`config.mk`:
```
export PLATFORM = sky130hd
export DESIGN_NAME = uart_rx
export DESIGN_NICKNAME = d
export VERILOG_FILES = /design/src/rtl/uart_pkg.sv /design/src/rtl/uart_rx_baud_tick_gen.sv /design/src/rtl/uart_rx.sv
export SDC_FILE = /design/constraint.sdc
export NUM_CORES = 1
export LEC_CHECK = 0
export BUFFER_PORTS_ARGS = -buffer_cell sky130_fd_sc_hd__clkbuf_2
export CAP_MARGIN = 30
export CORE_ASPECT_RATIO = 1.4
export CORE_MARGIN = 2
export CORE_UTILIZATION = 59
export CTS_CLUSTER_SIZE = 8
export DETAILED_ROUTE_END_ITERATION = 8
export PLACE_DENSITY_LB_ADDON = 0.25
export SYNTH_ARGS = -nofsm -noshare
export SYNTH_HDL_FRONTEND = slang
export SYNTH_SLANG_ARGS = --single-unit
```
`constraint.sdc`:
```
create_clock -name clk -period 1.72 [get_ports clk]
set_input_delay 0.086 -clock clk [delete_from_list [all_inputs] [get_ports clk]]
set_output_delay 0.086 -clock clk [all_outputs]
set_load 0.01 [all_outputs]
```
`src/rtl/uart_pkg.sv`:
```
// Shared UART definitions: receiver FSM encoding, frame width and the ASCII
// command bytes that the stopwatch command decoder understands.
package uart_pkg;

    localparam int DATA_BITS = 8;

    typedef enum logic [2:0] {
        ST_IDLE   = 3'd0,
        ST_START  = 3'd1,
        ST_DATA   = 3'd2,
        ST_PARITY = 3'd3,
        ST_STOP   = 3'd4
    } uart_state_e;

    localparam logic [7:0] CMD_RUN   = 8'h72;  // 'r'
    localparam logic [7:0] CMD_STOP  = 8'h73;  // 's'
    localparam logic [7:0] CMD_CLEAR = 8'h63;  // 'c'
    localparam logic [7:0] CMD_MODE  = 8'h6D;  // 'm'

    // Even parity holds when data plus parity bit carry an even number of ones.
    function automatic logic even_parity_ok(input logic [DATA_BITS-1:0] data,
                                            input logic par_bit);
        return ~(^data ^ par_bit);
    endfunction

endpackage

```
`src/rtl/uart_rx_baud_tick_gen.sv`:
```
// baud_tick_gen: free-running divider producing a one-cycle tick every
// CLK_FREQ/(BAUD*OVERSAMPLE) clocks; shared by the UART receiver and transmitter.
module baud_tick_gen #(
    parameter int CLK_FREQ   = 100_000_000,
    parameter int BAUD       = 9600,
    parameter int OVERSAMPLE = 16
) (
    input  logic clk,
    input  logic rst,
    output logic tick
);

    localparam int DIV = CLK_FREQ / (BAUD * OVERSAMPLE);
    localparam int CW  = (DIV > 1) ? $clog2(DIV) : 1;
    localparam logic [CW-1:0] CNT_LAST = CW'(DIV - 1);

    logic [CW-1:0] cnt_q, cnt_d;
    logic          tick_q, tick_d;

    // Divider next state: wrap at DIV-1 and flag the wrap as a tick.
    always_comb begin
        cnt_d  = cnt_q;
        tick_d = 1'b0;
        if (cnt_q == CNT_LAST) begin
            cnt_d  = '0;
            tick_d = 1'b1;
        end else begin
            cnt_d  = cnt_q + CW'(1);
            tick_d = 1'b0;
        end
    end

    // Divider registers.
    always_ff @(posedge clk or posedge rst) begin
        if (rst) begin
            cnt_q  <= '0;
            tick_q <= 1'b0;
        end else begin
            cnt_q  <= cnt_d;
            tick_q <= tick_d;
        end
    end

    assign tick = tick_q;

endmodule

```
`src/rtl/uart_rx.sv`:
```
// uart_rx: oversampling 8N1 UART receiver with a 2-FF input synchroniser.
// Define UART_RX_PARITY_EN to expect an even-parity bit after D7 (adds parity_err).
module uart_rx
    import uart_pkg::*;
#(
    parameter int CLK_FREQ   = 100_000_000,
    parameter int BAUD       = 9600,
    parameter int OVERSAMPLE = 16
) (
    input  logic       clk,
    input  logic       rst,
    input  logic       rx,
    output logic [7:0] rx_data,
    output logic       rx_done,
    output logic       rx_busy,
`ifdef UART_RX_PARITY_EN
    output logic       parity_err,
`endif
    output logic       frame_err
);

    localparam int TW = $clog2(OVERSAMPLE);
    localparam logic [TW-1:0] HALF_LAST = TW'(OVERSAMPLE / 2 - 1);
    localparam logic [TW-1:0] FULL_LAST = TW'(OVERSAMPLE - 1);
    localparam logic [2:0]    BIT_LAST  = 3'(DATA_BITS - 1);

    logic                 tick;
    uart_state_e          state_q, state_d;
    logic                 rx_meta_q, rx_meta_d;
    logic                 rx_sync_q, rx_sync_d;
    logic [TW-1:0]        tick_cnt_q, tick_cnt_d;
    logic [2:0]           bit_cnt_q, bit_cnt_d;
    logic [DATA_BITS-1:0] shift_q, shift_d;
    logic [DATA_BITS-1:0] rx_data_q, rx_data_d;
    logic                 rx_done_q, rx_done_d;
    logic                 frame_err_q, frame_err_d;
    logic                 rx_busy_q, rx_busy_d;
`ifdef UART_RX_PARITY_EN
    logic                 parity_bit_q, parity_bit_d;
    logic                 parity_err_q, parity_err_d;
`endif

    baud_tick_gen #(
        .CLK_FREQ   (CLK_FREQ),
        .BAUD       (BAUD),
        .OVERSAMPLE (OVERSAMPLE)
    ) u_tick (
        .clk  (clk),
        .rst  (rst),
        .tick (tick)
    );

    // Receiver next state: synchroniser, tick counting, bit shifting and pulses.
    always_comb begin
        rx_meta_d   = rx;
        rx_sync_d   = rx_meta_q;
        state_d     = state_q;
        tick_cnt_d  = tick_cnt_q;
        bit_cnt_d   = bit_cnt_q;
        shift_d     = shift_q;
        rx_data_d   = rx_data_q;
        rx_done_d   = 1'b0;
        frame_err_d = 1'b0;
`ifdef UART_RX_PARITY_EN
        parity_bit_d = parity_bit_q;
        parity_err_d = 1'b0;
`endif
        case (state_q)
            ST_IDLE: begin
                // Leaving IDLE is not tick-gated so the start edge is caught promptly.
                if (!rx_sync_q) begin
                    state_d    = ST_START;
                    tick_cnt_d = '0;
                end else begin
                    state_d = ST_IDLE;
                end
            end
            ST_START: begin
                if (tick) begin
                    if (tick_cnt_q == HALF_LAST) begin
                        tick_cnt_d = '0;
                        bit_cnt_d  = 3'd0;
                        if (!rx_sync_q) begin
                            state_d = ST_DATA;
                        end else begin
                            state_d = ST_IDLE;
                        end
                    end else begin
                        tick_cnt_d = tick_cnt_q + TW'(1);
                    end
                end else begin
                    tick_cnt_d = tick_cnt_q;
                end
            end
            ST_DATA: begin
                if (tick) begin
                    if (tick_cnt_q == FULL_LAST) begin
                        tick_cnt_d = '0;
                        shift_d    = {rx_sync_q, shift_q[DATA_BITS-1:1]};
                        if (bit_cnt_q == BIT_LAST) begin
`ifdef UART_RX_PARITY_EN
                            state_d = ST_PARITY;
`else
                            state_d = ST_STOP;
`endif
                        end else begin
                            bit_cnt_d = bit_cnt_q + 3'd1;
                        end
                    end else begin
                        tick_cnt_d = tick_cnt_q + TW'(1);
                    end
                end else begin
                    tick_cnt_d = tick_cnt_q;
                end
            end
`ifdef UART_RX_PARITY_EN
            ST_PARITY: begin
                if (tick) begin
                    if (tick_cnt_q == FULL_LAST) begin
                        tick_cnt_d   = '0;
                        parity_bit_d = rx_sync_q;
                        state_d      = ST_STOP;
                    end else begin
                        tick_cnt_d = tick_cnt_q + TW'(1);
                    end
                end else begin
                    tick_cnt_d = tick_cnt_q;
                end
            end
`endif
            ST_STOP: begin
                // Decide mid stop bit and drop to IDLE so the next start edge is not missed.
                if (tick) begin
                    if (tick_cnt_q == FULL_LAST) begin
                        tick_cnt_d = '0;
                        state_d    = ST_IDLE;
                        if (rx_sync_q) begin
`ifdef UART_RX_PARITY_EN
                            if (even_parity_ok(shift_q, parity_bit_q)) begin
                                rx_data_d = shift_q;
                                rx_done_d = 1'b1;
                            end else begin
                                parity_err_d = 1'b1;
                            end
`else
                            rx_data_d = shift_q;
                            rx_done_d = 1'b1;
`endif
                        end else begin
                            frame_err_d = 1'b1;
                        end
                    end else begin
                        tick_cnt_d = tick_cnt_q + TW'(1);
                    end
                end else begin
                    tick_cnt_d = tick_cnt_q;
                end
            end
            default: begin
                state_d    = ST_IDLE;
                tick_cnt_d = '0;
                bit_cnt_d  = 3'd0;
            end
        endcase
        rx_busy_d = (state_d != ST_IDLE);
    end

    // Receiver state and output registers.
    always_ff @(posedge clk or posedge rst) begin
        if (rst) begin
            rx_meta_q    <= 1'b1;
            rx_sync_q    <= 1'b1;
            state_q      <= ST_IDLE;
            tick_cnt_q   <= '0;
            bit_cnt_q    <= 3'd0;
            shift_q      <= '0;
            rx_data_q    <= '0;
            rx_done_q    <= 1'b0;
            frame_err_q  <= 1'b0;
            rx_busy_q    <= 1'b0;
`ifdef UART_RX_PARITY_EN
            parity_bit_q <= 1'b0;
            parity_err_q <= 1'b0;
`endif
        end else begin
            rx_meta_q    <= rx_meta_d;
            rx_sync_q    <= rx_sync_d;
            state_q      <= state_d;
            tick_cnt_q   <= tick_cnt_d;
            bit_cnt_q    <= bit_cnt_d;
            shift_q      <= shift_d;
            rx_data_q    <= rx_data_d;
            rx_done_q    <= rx_done_d;
            frame_err_q  <= frame_err_d;
            rx_busy_q    <= rx_busy_d;
`ifdef UART_RX_PARITY_EN
            parity_bit_q <= parity_bit_d;
            parity_err_q <= parity_err_d;
`endif
        end
    end

    assign rx_data   = rx_data_q;
    assign rx_done   = rx_done_q;
    assign rx_busy   = rx_busy_q;
    assign frame_err = frame_err_q;
`ifdef UART_RX_PARITY_EN
    assign parity_err = parity_err_q;
`endif

endmodule

```
# Yosys cells after proc, flatten, opt, wreduce, memory -nomap -nowiden
# Cells that the tools add are included.
word_totals:
  regBits: 42
  in_bits: 3
  output_inout_bits: 11
op_classes:
  addsub: 3
  n_eq_ne: 14
  n_mux: 32
  n_bitwise: 1
  n_reduce_logical: 8
op_table:
  columns: ["operator", "count"]
  rows:
  - ["$mux 3", 12]
  - ["$mux 4", 5]
  - ["$pmux 3 s4", 1]
  - ["$pmux 4 s3", 1]
  - ["$add 10x1->10 const B", 1]
  - ["$eq 10x10->1 const B", 1]
  - ["$mux 1", 10]
  - ["$mux 10", 1]
  - ["$pmux 3 s3", 1]
  - ["$ne 2x2->1 const B", 4]
  - ["$eq 3x3->1 const B", 2]
  - ["$ne 2x1->1 const B", 3]
  - ["$reduce_and 3->1", 2]
  - ["$reduce_and 6->1", 1]
  - ["$add 4x1->4 const B", 1]
  - ["$eq 4x3->1 const B", 1]
  - ["$eq 4x4->1 const B", 1]
  - ["$reduce_and 4->1", 1]
  - ["$reduce_or 2->1", 2]
  - ["$add 3x1->3 const B", 1]
  - ["$eq 3x1->1 const B", 1]
  - ["$eq 3x2->1 const B", 1]
  - ["$logic_not 3->1", 1]
  - ["$reduce_bool 3->1", 1]
  - ["2 further kinds", 2]

# Longest topological paths before layout
depth:
  ltp_word: 6
  depth_mapped: 7
  ltp_nobuf: 6

# By module
# Synthesis repeated with hierarchy kept, for this count alone.
unflattened:
  cells_unflattened: 158
  hier_area_um2: 1941.9
modules_own_cells:
  columns: ["module", "n_inst", "cells_per_inst", "area_each_um2", "seq_area_each_um2"]
  rows:
  - ["uart_rx", 1, 110, 1388.8, 778.2]
  - ["baud_tick_gen", 1, 48, 553.0, 275.3]

# Worst setup path before layout
# Ideal clock, no wire load.
synth_timing:
  path_kind: "register to register"
  start: "register tick_cnt_q[0]"
  end: "register shift_q[0]"
  setup_ns: 0.125
  arrival_time_ns: 1.451
  path_slack_ns: 0.143
  stages_incl_launch_ff: 7
  path_cell_list: "dfrtp_1 ha_1 and4_1 buf_6 nand3_4 buf_6 mux2_4"
synth_between:
  elab_chain_len: 2
synth_lines:
  columns: ["item", "line_no", "rtl"]
  rows:
  - ["start: declaration", "uart_rx.sv:31", "logic [TW-1:0] tick_cnt_q, tick_cnt_d;"]
  - ["start signal: assignment", "uart_rx.sv:189", "tick_cnt_q <= tick_cnt_d;"]
  - ["$eq 4x4->1", "uart_rx.sv:97", "if (tick_cnt_q == FULL_LAST) begin"]
  - ["$reduce_and 3->1 (no line)", null, null]
  - ["end signal: assignment", "uart_rx.sv:191", "shift_q <= shift_d;"]
  - ["end: declaration", "uart_rx.sv:33", "logic [DATA_BITS-1:0] shift_q, shift_d;"]
# No other way between the ends.
# A chain may end at the register's enable or synchronous reset.

# Worst setup path in the final report
layout_timing:
  start: "register state_q[0]"
  end: "register tick_cnt_q[0]"
layout_between:
  elab_chain_len: 4
layout_lines:
  columns: ["item", "line_no", "rtl"]
  rows:
  - ["start: declaration", "uart_rx.sv:28", "uart_state_e state_q, state_d;"]
  - ["start signal: assignment", "uart_rx.sv:188", "state_q <= state_d;"]
  - ["$eq 3x3->1 / $eq 3x2->1 (equally long branches)", "uart_rx.sv:68", "case (state_q)"]
  - ["$reduce_or 2->1 (no line)", null, null]
  - ["$ne 2x1->1 (no line)", null, null]
  - ["$reduce_and 3->1 (no line)", null, null]
# Several ways; a longest one is shown, not always the timed one.

==> results.md <==
| Stage | Quantity | This run |
|:---|:---|:---|
| run status | Result of the run | completed |
| pwr | Switching part of the total power | 21.8% |
| yosys | Warnings, synthesis | 0 |
| global routing | Number of antenna violations at the first check in global routing | 0 |
| yosys | Net count after synthesis | 173 |
| worst setup path | Number of stages on the worst setup path | 5 |
| yosys | Register bit count reported by yosys | 42 |
| yosys | Area share of fa/ha/maj cells after synthesis | 3.15% |
| worst setup path | Number of cells traversed by the worst register-to-register path | 5 |
| placement | Post-DP HPWL | 2430 µm |
| finish | N_diodes | 0 |
| timing | Hold Vio Cnt, Final | 0 |
| finish | Final Non-Filler Cells | 233 |
| timing | Setup WS post-layout | 0.0852 ns |
| global routing | GR Util All Layers | 20.2% |
| worst setup path | CP Max Fanout | 9 |
| placement | Post-Place Worst Slack | 0.0165 ns |
| yosys | Share of synthesized cell area in and, or, nand and nor gates | 16.6% |
| yosys | Mux cell area share after synthesis | 11.1% |
| clock network | Clk root buf | clkbuf_8 |
| global routing | Global route overflow | 0 |
| worst setup path | Number of buffers and inverters on the critical path | 1 |
| worst setup path | Sort of element at the end of the critical path | flop |
| yosys | Syn avg cell area | 12.0 µm² |
| global routing | Wire length of the first global-routing pass | 5890 µm |
| timing | Crit path time final | 1.63 ns |
| yosys | Post-synthesis compound-gate area fraction | 8.88% |
| clock network | CTS tree | done |
| placement | GP Congestion | 0.847 |
| finish | Layout overhead on the synthesized area | 15.1% |
| yosys | Most used flip-flop cell after synthesis | dfrtp_1 |
| timing | Final setup vio count | 0 |
| drt | Avg WL per Cell | 14.8 µm |
| timing | Max Clk Rate | 0.612 GHz |
| yosys | Number of instances in the synthesized netlist | 165 |
| clock network | Maximum number of buffers from clock root to sink | 2 |
| worst setup path | Crit-path max cell delay | 0.45 ns |
| hold path | Class of the tightest hold or removal check | flop to flop |
| floorplan | Die W | 53.0 µm |
| drt | DR vias/cell | 5.71 |
| placement | Port-buffer cells | 13 |
| drt | Final Routed Wirelength | 3450 µm |
| pwr | Leakage | 1.12 nW |
| clock network | Number of clock sinks | 42 |
| job | Count of max-cap constraint violations | 0 |
| drt | Routed via count | 1330 |
| hold path | Cell depth of the worst hold path | 0 |
| yosys | Fraction of the yosys area taken by sequential cells | 53.0% |
| drt | ANT nets after route | 0 |
| yosys | Largest family of logic cells by synthesized area | simple AND/OR/NAND/NOR gates |
| pwr | Internal power | 1.29 mW |
| finish | # fillers | 228 |
| clock network | Clock buffer count from CTS | 5 |
| yosys | Post-Synth XOR/XNOR Area | 3.53% |
| floorplan | Core Footprint | 3150 µm² |
| timing | Max Clock Skew | 0.00921 ns |
| pwr | Worst IR drop on VDD | 0.837 mV |
| global routing | Vias in the first global route | 1358 |
| drt | Total iterations of the first detailed-routing run | 4 |
| clock network | H-Tree Depth | 2 |
| yosys | Share of async-settable or async-resettable flops after synthesis | 100% |
| pwr | Relative contribution of combinational cells to total power | 1.9% |
| timing | Final Slew Violations | 0 |
| worst setup path | Cell at the slowest stage of the critical path | dfrtp_1 |
| finish | Final #Nets | 201 |
| finish | Register Area | 1050 µm² |
| floorplan | Starting utilization of the core area | 63.0% |
| drt | Post-route DRC violation count | 0 |
| worst setup path | Cell chain of the critical path | buf_4, o21a_1, a211oi_2, o21ai_0, o21bai_1 |
| yosys | Number of synthesized flops with an enable pin | 0 |
| pwr | Net switching power figure | 360 µW |
| yosys | Post-synthesis cell type count | 41 |
| global routing | Maximum number of pins on one net before global-route repair | 43 |
| placement | Total placed cells including tap cells | 218 |
| clock network | Clock slew at the register clock pins of the worst setup and hold paths | 0.08 ns |
| timing | Least-Margin Pin Slew | 0.510 ns |
| worst setup path | Arr. time, crit path | 1.83 ns |
| timing | Final period utilization | 95.0% |
| worst setup path | Class of the most critical setup path | flop to flop |
| pwr | Sequential group share of total power | 60.0% |
| worst setup path | Kind of launch point of the worst setup path | flop |
| pwr | Clock share of power | 38.1% |
| pwr | Total power divided by cell area | 722 nW/µm² |
| floorplan | Die height | 72.7 µm |
| clock network | Insertion delay to the later sink of the worst-skew pair | 0.28 ns |
| finish | Area used by multi-input combinational logic | 868 µm² |
| floorplan | Die outline area | 3850 µm² |
| drt | Iteration-0 DRC count of the detailed router | 29 |
| finish | Proportion of layout cells with a drive suffix above 1 | 31.4% |
| floorplan | Row count | 24 |
| timing | Remaining max-slew budget at the tightest pin | 66.0% |
| worst setup path | Largest delay share family, worst path | compound AO/OA/AOI/OAI gates |
| yosys | Post-synthesis cell area | 1990 µm² |
| floorplan | Top-level I/O count | 14 |
| worst setup path | CP required | 1.91 ns |
| timing | Final sum of negative setup slack | 0 ns |
-- Yosys cell counts, types with 2 or more instances --
master      n  share of area [%]
nand3b_1    5                1.9
o21a_1      2               0.76
nor2_1     14                2.6
a31oi_1     3               0.94
nand3_1    10                2.5
inv_1       7                1.3
o21ai_0     6                1.5
and4_1      3                1.3
dfstp_2     2                2.6
nand2b_1    2               0.63
mux2_2      8                4.5
buf_2       4                1.0
o2bb2ai_1   2               0.88
mux2_4      8                6.0
nand4_1     2               0.63
xor2_1      2               0.88
xnor2_1     6                2.6
dfrtp_1    40                 50
a21oi_1     3               0.76
nor4b_1     2               0.88
buf_6       2                1.1
and3_1      2               0.63
nand2_1     8                1.5
ha_1        5                3.1
-- sequential cells by signal (all words and copies together) (netlist names), 3 cells and up --
name,flops
tick_cnt_q,4
rx_data,8
u_tick.cnt_q,10
state_q,3
shift_q,8
bit_cnt_q,3
-- per-layer routing --
layer / up-vias / part of all wire [%] / global-route usage (%)
met2: 31 / 53 / 34.6
li1: 641 / - / -
met5: - / 0 / 0
met4: 0 / 1.4 / 7.41
met1: 652 / 43 / 25.0
met3: 6 / 3.0 / 3.69
-- worst register-to-register path, cell delays in order (launching register included) --
cell and delay, ns:
dfrtp_1 0.45, buf_4 0.20, o21a_1 0.21, a211oi_2 0.25, o21ai_0 0.22, o21bai_1 0.23
-- through the flow --
stage,area (µm²),hold WS [ns],total power [mW],utilization (%)
6_report,2290,0.358,1.65,72.5
5_1_grt,2290,0.369,1.73,72.5
4_1_cts,2230,0.359,1.68,70.8
3_5_place_dp,2110,0.176,1.04,67.0
3_3_place_gp,2110,0.173,1.04,67.0
2_1_floorplan,1990,0.0905,1.03,-
-- layout by cell type, fill, tap and decap left out, types with 3 or more instances in the layout --
cell / n
buf_4: 12
dfrtp_1: 39
mux2_2: 8
mux2_4: 8
xnor2_1: 6
o21ai_0: 6
nor2_1: 14
a21oi_1: 3
inv_1: 7
nand2_1: 8
and4_1: 3
nand3_1: 10
nand3b_1: 5
clkbuf_2: 13
clkbuf_8: 5
ha_1: 4
-- kinds of logic after synthesis --
kind of cell	count (synthesis)
buffers and inverters	14
AOI/OAI and AO/OA	24
and+or+nand+nor	55
adders and majority gates	5
muxes	17
xor gates and xnor gates	8
DFF	42
-- final cells by class --
type | count | area share, %
clock inverter | 3 | 1.09
sequential | 42 | 46.1
inverter | 7 | 1.15
clock buffer | 5 | 3.01
timing repair buffer | 28 | 8.53
multi-input combinational | 109 | 38.0
tap | 39 | 2.13
-- timing repair --
item / 4_1_cts / 5_1_grt
gates resized for setup: 1 / 2
hold buffers: 2 / 0
pin swaps: 0 / 1
setup buffers: 0 / 5
endpoints found under the setup margin: 1 / 17
hold endpoints to repair: 41 / 0
-- power groups by stage --
stage               combinational [mW]  clock [mW]  sequential (mW)
finish                          0.0307       0.630            0.991
global route                    0.0361       0.704            0.992
CTS                             0.0324       0.656            0.992
detailed placement              0.0289           0             1.01
global placement                0.0279           0             1.01
floorplan                       0.0157           0             1.01
-- path summary, 6_finish.rpt --
check,start,end,slack (ns)
worst max-delay path,state_q[0],tick_cnt_q[0],0.09
worst min-delay path,rx_meta_q,rx_sync_q,0.36
worst max register to register,state_q[0],tick_cnt_q[0],0.09
worst min register to register,rx_meta_q,rx_sync_q,0.36
max in group asynchronous,rst,state_q[1],0.88
min in group asynchronous,rst,u_tick.cnt_q[5],0.45
(Power assumes the default switching activity.)
